==> src/rtl/stm32_iq_stream.sv <==
// STM32 parallel-bus RX IQ streamer: N-channel sample FIFO, gapless per-channel
// framing onto an 8-bit bus, and an overflow/underflow status readout.
module stm32_iq_stream #(
  parameter int          CHANNELS     = 2,
  parameter int          SAMPLE_BYTES = 4,
  parameter int          FIFO_DEPTH   = 8,
  parameter logic [7:0]  CMD_STREAM   = 8'd4,
  parameter logic [7:0]  CMD_STATUS   = 8'd8,
  parameter logic [7:0]  CMD_CLEAR    = 8'd9
) (
  input  logic                                  clk_in,
  input  logic                                  reset_in,
  input  logic                                  IQ_valid,
  input  logic [CHANNELS*2*SAMPLE_BYTES*8-1:0]  IQ_data,
  input  logic [CHANNELS-1:0]                   ch_enable,
  input  logic                                  DATA_SYNC,
  input  logic [7:0]                            DATA_BUS_IN,
  output logic [7:0]                            DATA_BUS_OUT,
  output logic                                  DATA_BUS_OE,
  output logic [$clog2(FIFO_DEPTH):0]           fifo_level,
  output logic [15:0]                           overflow_count,
  output logic [15:0]                           underflow_count
);

  localparam int SLICE_W   = 2 * SAMPLE_BYTES * 8;
  localparam int DW        = CHANNELS * SLICE_W;
  localparam int PTR_W     = $clog2(FIFO_DEPTH);
  localparam int LVL_W     = PTR_W + 1;
  localparam int CH_W      = (CHANNELS > 1) ? $clog2(CHANNELS) : 1;
  localparam int BI_W      = $clog2(2 * SAMPLE_BYTES);
  localparam int LAST_BYTE = 2 * SAMPLE_BYTES - 1;

  typedef enum logic [1:0] {IDLE, STREAM, STATUS} state_t;

  function automatic logic [CH_W-1:0] first_ch(input logic [CHANNELS-1:0] en);
    logic [CH_W-1:0] idx;
    idx = '0;
    for (int c = CHANNELS - 1; c >= 0; c--)
      if (en[c]) idx = CH_W'(c);
    return idx;
  endfunction

  // Returns {found, index} of the lowest enabled channel above cur.
  function automatic logic [CH_W:0] next_ch(input logic [CHANNELS-1:0] en,
                                            input logic [CH_W-1:0]     cur);
    logic            found;
    logic [CH_W-1:0] idx;
    found = 1'b0;
    idx   = '0;
    for (int c = CHANNELS - 1; c >= 0; c--)
      if (en[c] && c > int'(cur)) begin
        found = 1'b1;
        idx   = CH_W'(c);
      end
    return {found, idx};
  endfunction

  // Q sits above I in each slice, so the MSB-first Q-then-I order is simply
  // the slice bytes walked from the top down.
  function automatic logic [7:0] pick_byte(input logic [DW-1:0]   data,
                                           input logic [CH_W-1:0] ch,
                                           input logic [BI_W-1:0] bi);
    logic [DW-1:0] sh;
    sh = data >> (int'(ch) * SLICE_W + (LAST_BYTE - int'(bi)) * 8);
    return sh[7:0];
  endfunction

  state_t                state_q, state_d;
  logic [DW-1:0]         mem [FIFO_DEPTH];
  logic [PTR_W-1:0]      wr_ptr, rd_ptr;
  logic [DW-1:0]         hold_q, hold_d;
  logic [CHANNELS-1:0]   en_q, en_d;
  logic [CH_W-1:0]       ch_q, ch_d;
  logic [BI_W-1:0]       bi_q, bi_d;
  logic [2:0]            st_idx_q, st_idx_d;
  logic [15:0]           snap_ovf_q, snap_ovf_d, snap_unf_q, snap_unf_d;
  logic [7:0]            out_d;
  logic                  oe_d, clear_ctr;

  logic                  full, empty, push, pop, drop, frame_start, frame_last;
  logic [CH_W:0]         nxt;
  logic [CH_W-1:0]       start_ch;
  logic [DW-1:0]         start_sample;
  logic [CHANNELS-1:0]   en_src;

  assign full         = (fifo_level == LVL_W'(FIFO_DEPTH));
  assign empty        = (fifo_level == '0);
  assign en_src       = DATA_SYNC ? ch_enable : en_q;
  assign start_ch     = first_ch(en_src);
  assign start_sample = empty ? '0 : mem[rd_ptr];
  assign nxt          = next_ch(en_q, ch_q);
  assign frame_last   = (bi_q == BI_W'(LAST_BYTE)) && !nxt[CH_W];
  assign frame_start  = (DATA_SYNC && DATA_BUS_IN == CMD_STREAM && |ch_enable) ||
                        (!DATA_SYNC && state_q == STREAM && |en_q && frame_last);
  assign pop          = frame_start && !empty;
  assign push         = IQ_valid && (!full || pop);
  assign drop         = IQ_valid && full && !pop;

  // NOTE: every always_comb output gets a default first, so no path leaves a
  // signal unassigned and no latch is inferred.
  always_comb begin
    state_d    = state_q;
    out_d      = DATA_BUS_OUT;
    oe_d       = DATA_BUS_OE;
    en_d       = en_q;
    ch_d       = ch_q;
    bi_d       = bi_q;
    hold_d     = hold_q;
    st_idx_d   = st_idx_q;
    snap_ovf_d = snap_ovf_q;
    snap_unf_d = snap_unf_q;
    clear_ctr  = 1'b0;
    if (DATA_SYNC) begin
      case (DATA_BUS_IN)
        CMD_STREAM: begin
          state_d = STREAM;
          oe_d    = 1'b1;
          en_d    = ch_enable;
          ch_d    = start_ch;
          bi_d    = '0;
          out_d   = 8'h00;
          if (frame_start) begin
            hold_d = start_sample;
            out_d  = pick_byte(start_sample, start_ch, '0);
          end
        end
        CMD_STATUS: begin
          state_d    = STATUS;
          oe_d       = 1'b1;
          out_d      = 8'(fifo_level);
          st_idx_d   = 3'd1;
          snap_ovf_d = overflow_count;
          snap_unf_d = underflow_count;
        end
        CMD_CLEAR: begin
          state_d   = IDLE;
          oe_d      = 1'b0;
          out_d     = 8'h00;
          clear_ctr = 1'b1;
        end
        default: begin
          state_d = IDLE;
          oe_d    = 1'b0;
          out_d   = 8'h00;
        end
      endcase
    end else begin
      case (state_q)
        STREAM: begin
          if (!(|en_q)) begin
            out_d = 8'h00;
          end else if (frame_last) begin
            hold_d = start_sample;
            ch_d   = start_ch;
            bi_d   = '0;
            out_d  = pick_byte(start_sample, start_ch, '0);
          end else if (bi_q == BI_W'(LAST_BYTE)) begin
            ch_d  = nxt[CH_W-1:0];
            bi_d  = '0;
            out_d = pick_byte(hold_q, nxt[CH_W-1:0], '0);
          end else begin
            bi_d  = bi_q + 1'b1;
            out_d = pick_byte(hold_q, ch_q, bi_q + 1'b1);
          end
        end
        STATUS: begin
          case (st_idx_q)
            3'd1:    out_d = snap_ovf_q[15:8];
            3'd2:    out_d = snap_ovf_q[7:0];
            3'd3:    out_d = snap_unf_q[15:8];
            3'd4:    out_d = snap_unf_q[7:0];
            default: out_d = 8'h00;
          endcase
          if (st_idx_q != 3'd5) st_idx_d = st_idx_q + 3'd1;
        end
        default: begin
          out_d = 8'h00;
          oe_d  = 1'b0;
        end
      endcase
    end
  end

  // NOTE: sequential state uses non-blocking assignments so every register
  // samples pre-edge values regardless of statement order.
  always_ff @(posedge clk_in) begin
    if (reset_in) begin
      state_q         <= IDLE;
      DATA_BUS_OUT    <= 8'h00;
      DATA_BUS_OE     <= 1'b0;
      en_q            <= '0;
      ch_q            <= '0;
      bi_q            <= '0;
      hold_q          <= '0;
      st_idx_q        <= '0;
      snap_ovf_q      <= '0;
      snap_unf_q      <= '0;
      wr_ptr          <= '0;
      rd_ptr          <= '0;
      fifo_level      <= '0;
      overflow_count  <= '0;
      underflow_count <= '0;
    end else begin
      state_q      <= state_d;
      DATA_BUS_OUT <= out_d;
      DATA_BUS_OE  <= oe_d;
      en_q         <= en_d;
      ch_q         <= ch_d;
      bi_q         <= bi_d;
      hold_q       <= hold_d;
      st_idx_q     <= st_idx_d;
      snap_ovf_q   <= snap_ovf_d;
      snap_unf_q   <= snap_unf_d;
      if (push) wr_ptr <= wr_ptr + 1'b1;
      if (pop)  rd_ptr <= rd_ptr + 1'b1;
      case ({push, pop})
        2'b10:   fifo_level <= fifo_level + 1'b1;
        2'b01:   fifo_level <= fifo_level - 1'b1;
        default: fifo_level <= fifo_level;
      endcase
      if (clear_ctr) begin
        overflow_count  <= '0;
        underflow_count <= '0;
      end else begin
        if (drop && overflow_count != 16'hFFFF)
          overflow_count <= overflow_count + 16'd1;
        if (frame_start && empty && underflow_count != 16'hFFFF)
          underflow_count <= underflow_count + 16'd1;
      end
    end
  end

  // NOTE: the sample storage is deliberately not reset; the pointers and
  // level define which entries are valid.
  always_ff @(posedge clk_in) begin
    if (push) mem[wr_ptr] <= IQ_data;
  end

endmodule

==> config.mk <==
export PLATFORM = sky130hd
export DESIGN_NAME = stm32_iq_stream
export DESIGN_NICKNAME = d
export VERILOG_FILES = /design/src/rtl/stm32_iq_stream.sv
export SDC_FILE = /design/constraint.sdc
export NUM_CORES = 1
export LEC_CHECK = 0
export ABC_CLOCK_PERIOD_IN_PS = 19000
export CORE_ASPECT_RATIO = 1.1
export CORE_MARGIN = 3
export CORE_UTILIZATION = 51
export CTS_CLUSTER_DIAMETER = 100
export CTS_CLUSTER_SIZE = 25
export DETAILED_ROUTE_END_ITERATION = 6
export GPL_ROUTABILITY_DRIVEN = 0
export GPL_TIMING_DRIVEN = 0
export PLACE_DENSITY = 0.69
export SLEW_MARGIN = 20
export SYNTH_ARGS = -nofsm -noshare
export SYNTH_HDL_FRONTEND = slang
export SYNTH_SLANG_ARGS = --single-unit
==> constraint.sdc <==
create_clock -name clk_in -period 19 [get_ports clk_in]
set_clock_uncertainty 0.15 [all_clocks]
set_input_delay 5.7 -clock clk_in [delete_from_list [all_inputs] [get_ports clk_in]]
set_output_delay 5.7 -clock clk_in [all_outputs]
set_load 0.005 [all_outputs]
Word-level counts from Yosys, hierarchy flattened
Memory sizes are Yosys's and may differ from the RTL's. A register that Yosys moved wholly into a read port is not among the register bits.
Cells that the tools add are included.
- register bits: 222
- bits in writable memories: 1024
- input port bits: 142
- memories: 1
- memory list (memory ; words ; width ; rd ports ; clocked after Yosys merged registers in ; wr ports ; line ; RTL):
    mem ; 8 ; 128 ; 1 ; 1 ; 1 ; 69 ; logic [DW-1:0] mem [FIFO_DEPTH];
- add/sub/neg operators: 12
- magnitude comparators: 1
- equality and inequality tests: 20
- shift-type cells: 3
- multiplexer cells: 46
- reductions and logical operators: 40
- operator list (kind ; number):
    $mux W128 ; 7
    $shr A128 B8 Y8 ; 2
    $shr A128 B32 Y8 ; 1
    $mux W8 ; 5
    $mux W3 ; 12
    $add A16 B1 Y16 const B ; 2
    $ne A16 B16 Y1 const B ; 2
    $pmux W8 S2 ; 2
    $pmux W8 S4 ; 1
    $add A7 B6 Y8 const B ; 2
    $eq A8 B4 Y1 const B ; 2
    $mux W1 ; 16
    $logic_and A1 B1 Y1 ; 14
    $add A3 B1 Y3 const B ; 4
    $reduce_bool A2 Y1 ; 6
    $reduce_or A2 Y1 ; 5
    $add A8 B7 Y9 ; 1
    $eq A8 B3 Y1 const B ; 1
    $ne A2 B1 Y1 const B ; 4
    $pmux W4 S2 ; 1
    $eq A3 B2 Y1 const B ; 2
    $eq A3 B3 Y1 const B ; 2
    $reduce_and A3 Y1 ; 2
    $logic_not A1 Y1 ; 5
    other kinds (17) ; 21

Longest topological paths before layout
- word-level depth: 12
- gate-level depth with buffers: 13
- gate-level depth less buffers: 11

Worst setup path after synthesis
Ideal clock, no wire load.
- path kind: input port to flip-flop
- start point: in DATA_BUS_IN[5]
- end point: mem mem[0][0] in the netlist's numbering, enable pin
- arrival time: 19071 ps
- required time: 17920 ps
- setup slack: -1151 ps
- stages: 5
- cell sequence: or4_4 nor4b_4 buf_2 o31ai_1 nor4_1
- word-level cells in the longest chain between the ends: 9
- RTL lines (item ; line ; RTL):
    start, declared ; 17 ; input logic [7:0] DATA_BUS_IN,
    $eq A8 B3 Y1 ; 93 ; assign frame_start = (DATA_SYNC && DATA_BUS_IN == CMD_STREAM && |ch_enable) ||
    $logic_and A1 B1 Y1 (2 in series) ; 93 ;
    $logic_or A1 B1 Y1 ; 93 ;
    $logic_and A1 B1 Y1 ; 95 ; assign pop = frame_start && !empty;
    $logic_or A1 B1 Y1 ; 96 ; assign push = IQ_valid && (!full || pop);
    $logic_and A1 B1 Y1 ; 96 ;
    $mux W1 ; 236 ; if (push) mem[wr_ptr] <= IQ_data;
    $mux W1 (not written as such) ; 236 ;
    end, declared ; 69 ;
No other way between the ends.

Final worst setup path
- start point: in DATA_SYNC
- end point: mem mem[4][38] in the netlist's numbering, enable pin
- word-level cells in the longest chain between the ends: 10
- elaborated cells between the ends (all ways): 12
- classes of those cells: mux: 2; reduce/logical: 10
- RTL lines (item ; line ; RTL):
    start, declared ; 16 ; input logic DATA_SYNC,
    $logic_not A1 Y1 ; 94 ; (!DATA_SYNC && state_q == STREAM && |en_q && frame_last);
    $logic_and A1 B1 Y1 (3 in series) ; 94 ;
    $logic_or A1 B1 Y1 * ; 93 ;
    $logic_and A1 B1 Y1 * ; 95 ;
    $logic_or A1 B1 Y1 * ; 96 ;
    $logic_and A1 B1 Y1 * ; 96 ;
    $mux W1 * ; 236 ;
    $mux W1 (not written as such) * ; 236 ;
Mark *: on every way between the ends. The rest lies on a longest branch, timed or not.

==> results.cfg <==
[clock_network]
cts_tree = built
cts_max_level = 2
post_cts_buffers = 0
cts_root_buffer = clkbuf_16
clock_path_buffers = 3
clk_latency_ps = 670
ctsHoldBuffers = 0
clock_sinks = 1249
cts-resized-gates = 0
clk_pin_slew_worst_paths_ps = 100
numCtsBuffers = 55

[floorplan]
rows = 118
die_h_um = 331
dieWidth_um = 301
io_pins = 187
die_area_mm2 = 0.0997
core_area_mm2 = 0.0946
start_util = 0.517

[worst_setup_path]
cp_top_family = simple AND/OR/NAND/NOR gates
startpoint = DATA_SYNC
critPathBufInv = 7
crit_top_cell = buf_4
critPathMaxStageDelay_ps = 760
reg2reg_to = mem[4][38]
ff2ff_setup_slack_ps = 13900
r2r_start = bi_q[0]
worstSetupEndpointType = flop
crit_arrival_ps = 10740
crit_fanout = 10
crit_path_start_kind = input port
reg2reg_depth = 13
cp_cell_sequence = clkdlybuf4s50_1 -> nor4b_1 -> nand4b_1 -> nand2_1 -> buf_2 -> o211ai_1 -> nor3_2 -> buf_4 -> buf_4 -> buf_4 -> buf_4 -> buf_4
cpMaxStageDelayCell = nand2_1
worst-setup-path-type = input port to flop
crit_required_ps = 19230

[sta]
setup_viol = 0
min_period_ps = 10510
rsz0062_at_grt = no
period_share = 0.553
drv_slew = 0
tightestPinTransition_ps = 1100
hold_viol = 0
max_freq_ghz = 0.0951
slew_headroom = 0.270

[logic_synthesis]
synth_area_leaders = edfxtp_1 63%, mux4_2 13%, dfxtp_1 9.2%, mux2_2 2.7%, a21oi_1 2.0%
synth_flop_cell = edfxtp_1
synth_largest_area_cell = edfxtp_1
syn-cell-area_mm2 = 0.0489
synth_nets = 2916
ys_ff_latch = 1249
avgSynthCellArea_um2 = 17.7
synth-async-reset-ratio = 0
ys_types = 60
synth_edf_count = 1024
seq_area_frac_synth = 0.721
ys_warn_count = 0
synth_top_area_frac = 0.629
syn_inst = 2760

[final_layout]
layout-drive-gt1-share = 0.210
final_util = 0.586
design_area_mm2 = 0.0555
fin_nets = 3284
fillCellCount = 6916
area_growth_pct = 13.5

[grt]
overflow = 0
antenna_found_initial = 12
grt_pass1_vias = 26707
grtUsageTotal = 0.239
grt_first_pass_wirelength_um = 176000
grt_max_degree = 27

[min_path]
hold_end = hold_q[51]
min_from = hold_q[51]
whs_path_depth = 2
hold_path.class = flop to flop

[outcome]
outcome = completed

[routing]
viasPerCell = 6.06
ant_nets = 0
drt-initial-drc-count = 3116
wl_um = 119000
first_pass_iters = 6
vias = 26932
wl_per_cell_um = 26.8
route.detailed.drc = 0

[placed_design]
numPortBuffers = 186
dpl.hpwl_um = 85500
place_area_mm2 = 0.0539

[pwr]
peakVddDrop_mv = 0.0692
p_leak_nw = 16.8
power_density_mw_per_mm2 = 84.5

[job]
drv_cap = 0
[cell usage after synthesis (7+ instances only)]
library cell     n
inv_1           12
nor4_1           9
clkbuf_1       120
or4_1           14
nand2_1        235
nand3_1        141
nand2b_1        23
edfxtp_1      1024
dfxtp_1        225
nor2_1          38
a22oi_1         20
mux2i_1         38
ha_1            14
buf_2           46
a21oi_1        199
o31ai_1         19
mux4_2         289
a32oi_1          9
or3_1           17
buf_1           13
o22ai_1          7
or2_2            8
mux2_2         118
o21ai_0         22
nor3_1          15
[layout make-up]
class	instances	area [µm²]	share of cell area
clock inverter	3	42.5	0.000766
clock buffer	101	1570	0.0283
tap	1260	1580	0.0284
buffer	180	741	0.0133
timing repair buffer	311	3310	0.0596
multi-input combinational	1319	12900	0.233
sequential	1249	35300	0.635
inverter	12	45.0	0.000812
antenna	8	20.0	0.000361
[per-layer routing]
| metal | track usage | wire length (µm) |
|---|---|---|
| met1 | 0.329 | 48100 |
| met2 | 0.402 | 59500 |
| met3 | 0.0397 | 8410 |
| met4 | 0.0590 | 2850 |
| met5 | 0 | 48 |
[worst reg2reg max path: stages, from the launching register on]
cell      delay [ps]
dfxtp_1          500
ha_1             200
ha_1             210
nand3b_1         200
or2_2            380
nand2_1          630
buf_2            460
o211ai_1         400
nor3_2           610
buf_4            290
buf_4            180
buf_4            210
buf_4            200
buf_4            200
[per-stage QoR]
step                       TNS, ps  worst slack (ps)  instances  hold WS (ps)  total power, mW
after floorplan                  0              2310       2760           278             3.24
after global placement    -5585070             -8940       4206           292             3.38
after detailed placement         0              8000       4331           298             3.38
after CTS                        0              8690       4435           310             4.72
after global routing             0              8410       4437           335             4.84
final                            0              8490       4443           311             4.69
[registers in the layout (all words and copies together), names as in the netlist, named ones only]
signal	flops
fifo_level	4
state_q	2
mem	1024
bi_q	3
snap_ovf_q	16
st_idx_q	3
snap_unf_q	16
DATA_BUS_OUT	8
ch_q	1
hold_q	128
DATA_BUS_OE	1
wr_ptr	3
en_q	2
overflow_count	16
underflow_count	16
rd_ptr	3
[where the power goes]
| part | internal, mW | switching, mW |
|---|---|---|
| registers | 3.01 | 0.0148 |
| logic | 0.108 | 0.184 |
| clock network | 0.572 | 0.796 |
| total | 3.70 | 0.995 |
[cell usage in the layout (no fill, tap or decap), types with 14 or more instances in the layout]
master	instances
a21oi_1	199
buf_6	29
clkbuf_1	163
nand3_1	141
clkbuf_16	56
dfxtp_1	225
mux2i_1	38
or4_1	14
buf_2	47
clkdlybuf4s50_1	186
or3_1	17
o31ai_1	18
nand2_1	235
buf_4	72
nand2b_1	23
o21ai_0	22
ha_1	14
mux4_2	289
edfxtp_1	1024
mux2_2	118
nor2_1	35
a22oi_1	20
[cells by family after synthesis]
kind of cell	count (synthesis)	share of synthesized area
muxes	445	0.168
xor gates and xnor gates	8	0.00143
DFF	1249	0.721
and+or+nand+nor	537	0.0524
AOI/OAI and AO/OA	315	0.0378
adders and majority gates	14	0.00358
buffers and inverters	192	0.0160
[how the worst max path moves through the flow]
stage / to / cells after the start
final: mem[4][38] / 12
after global routing: mem[4][38] / 12
after CTS: mem[4][32] / 12
after detailed placement: mem[4][43] / 12
after global placement: mem[4][84] / 7
after floorplan: mem[4][0] / 6
Power figures use the tool's default switching activity.
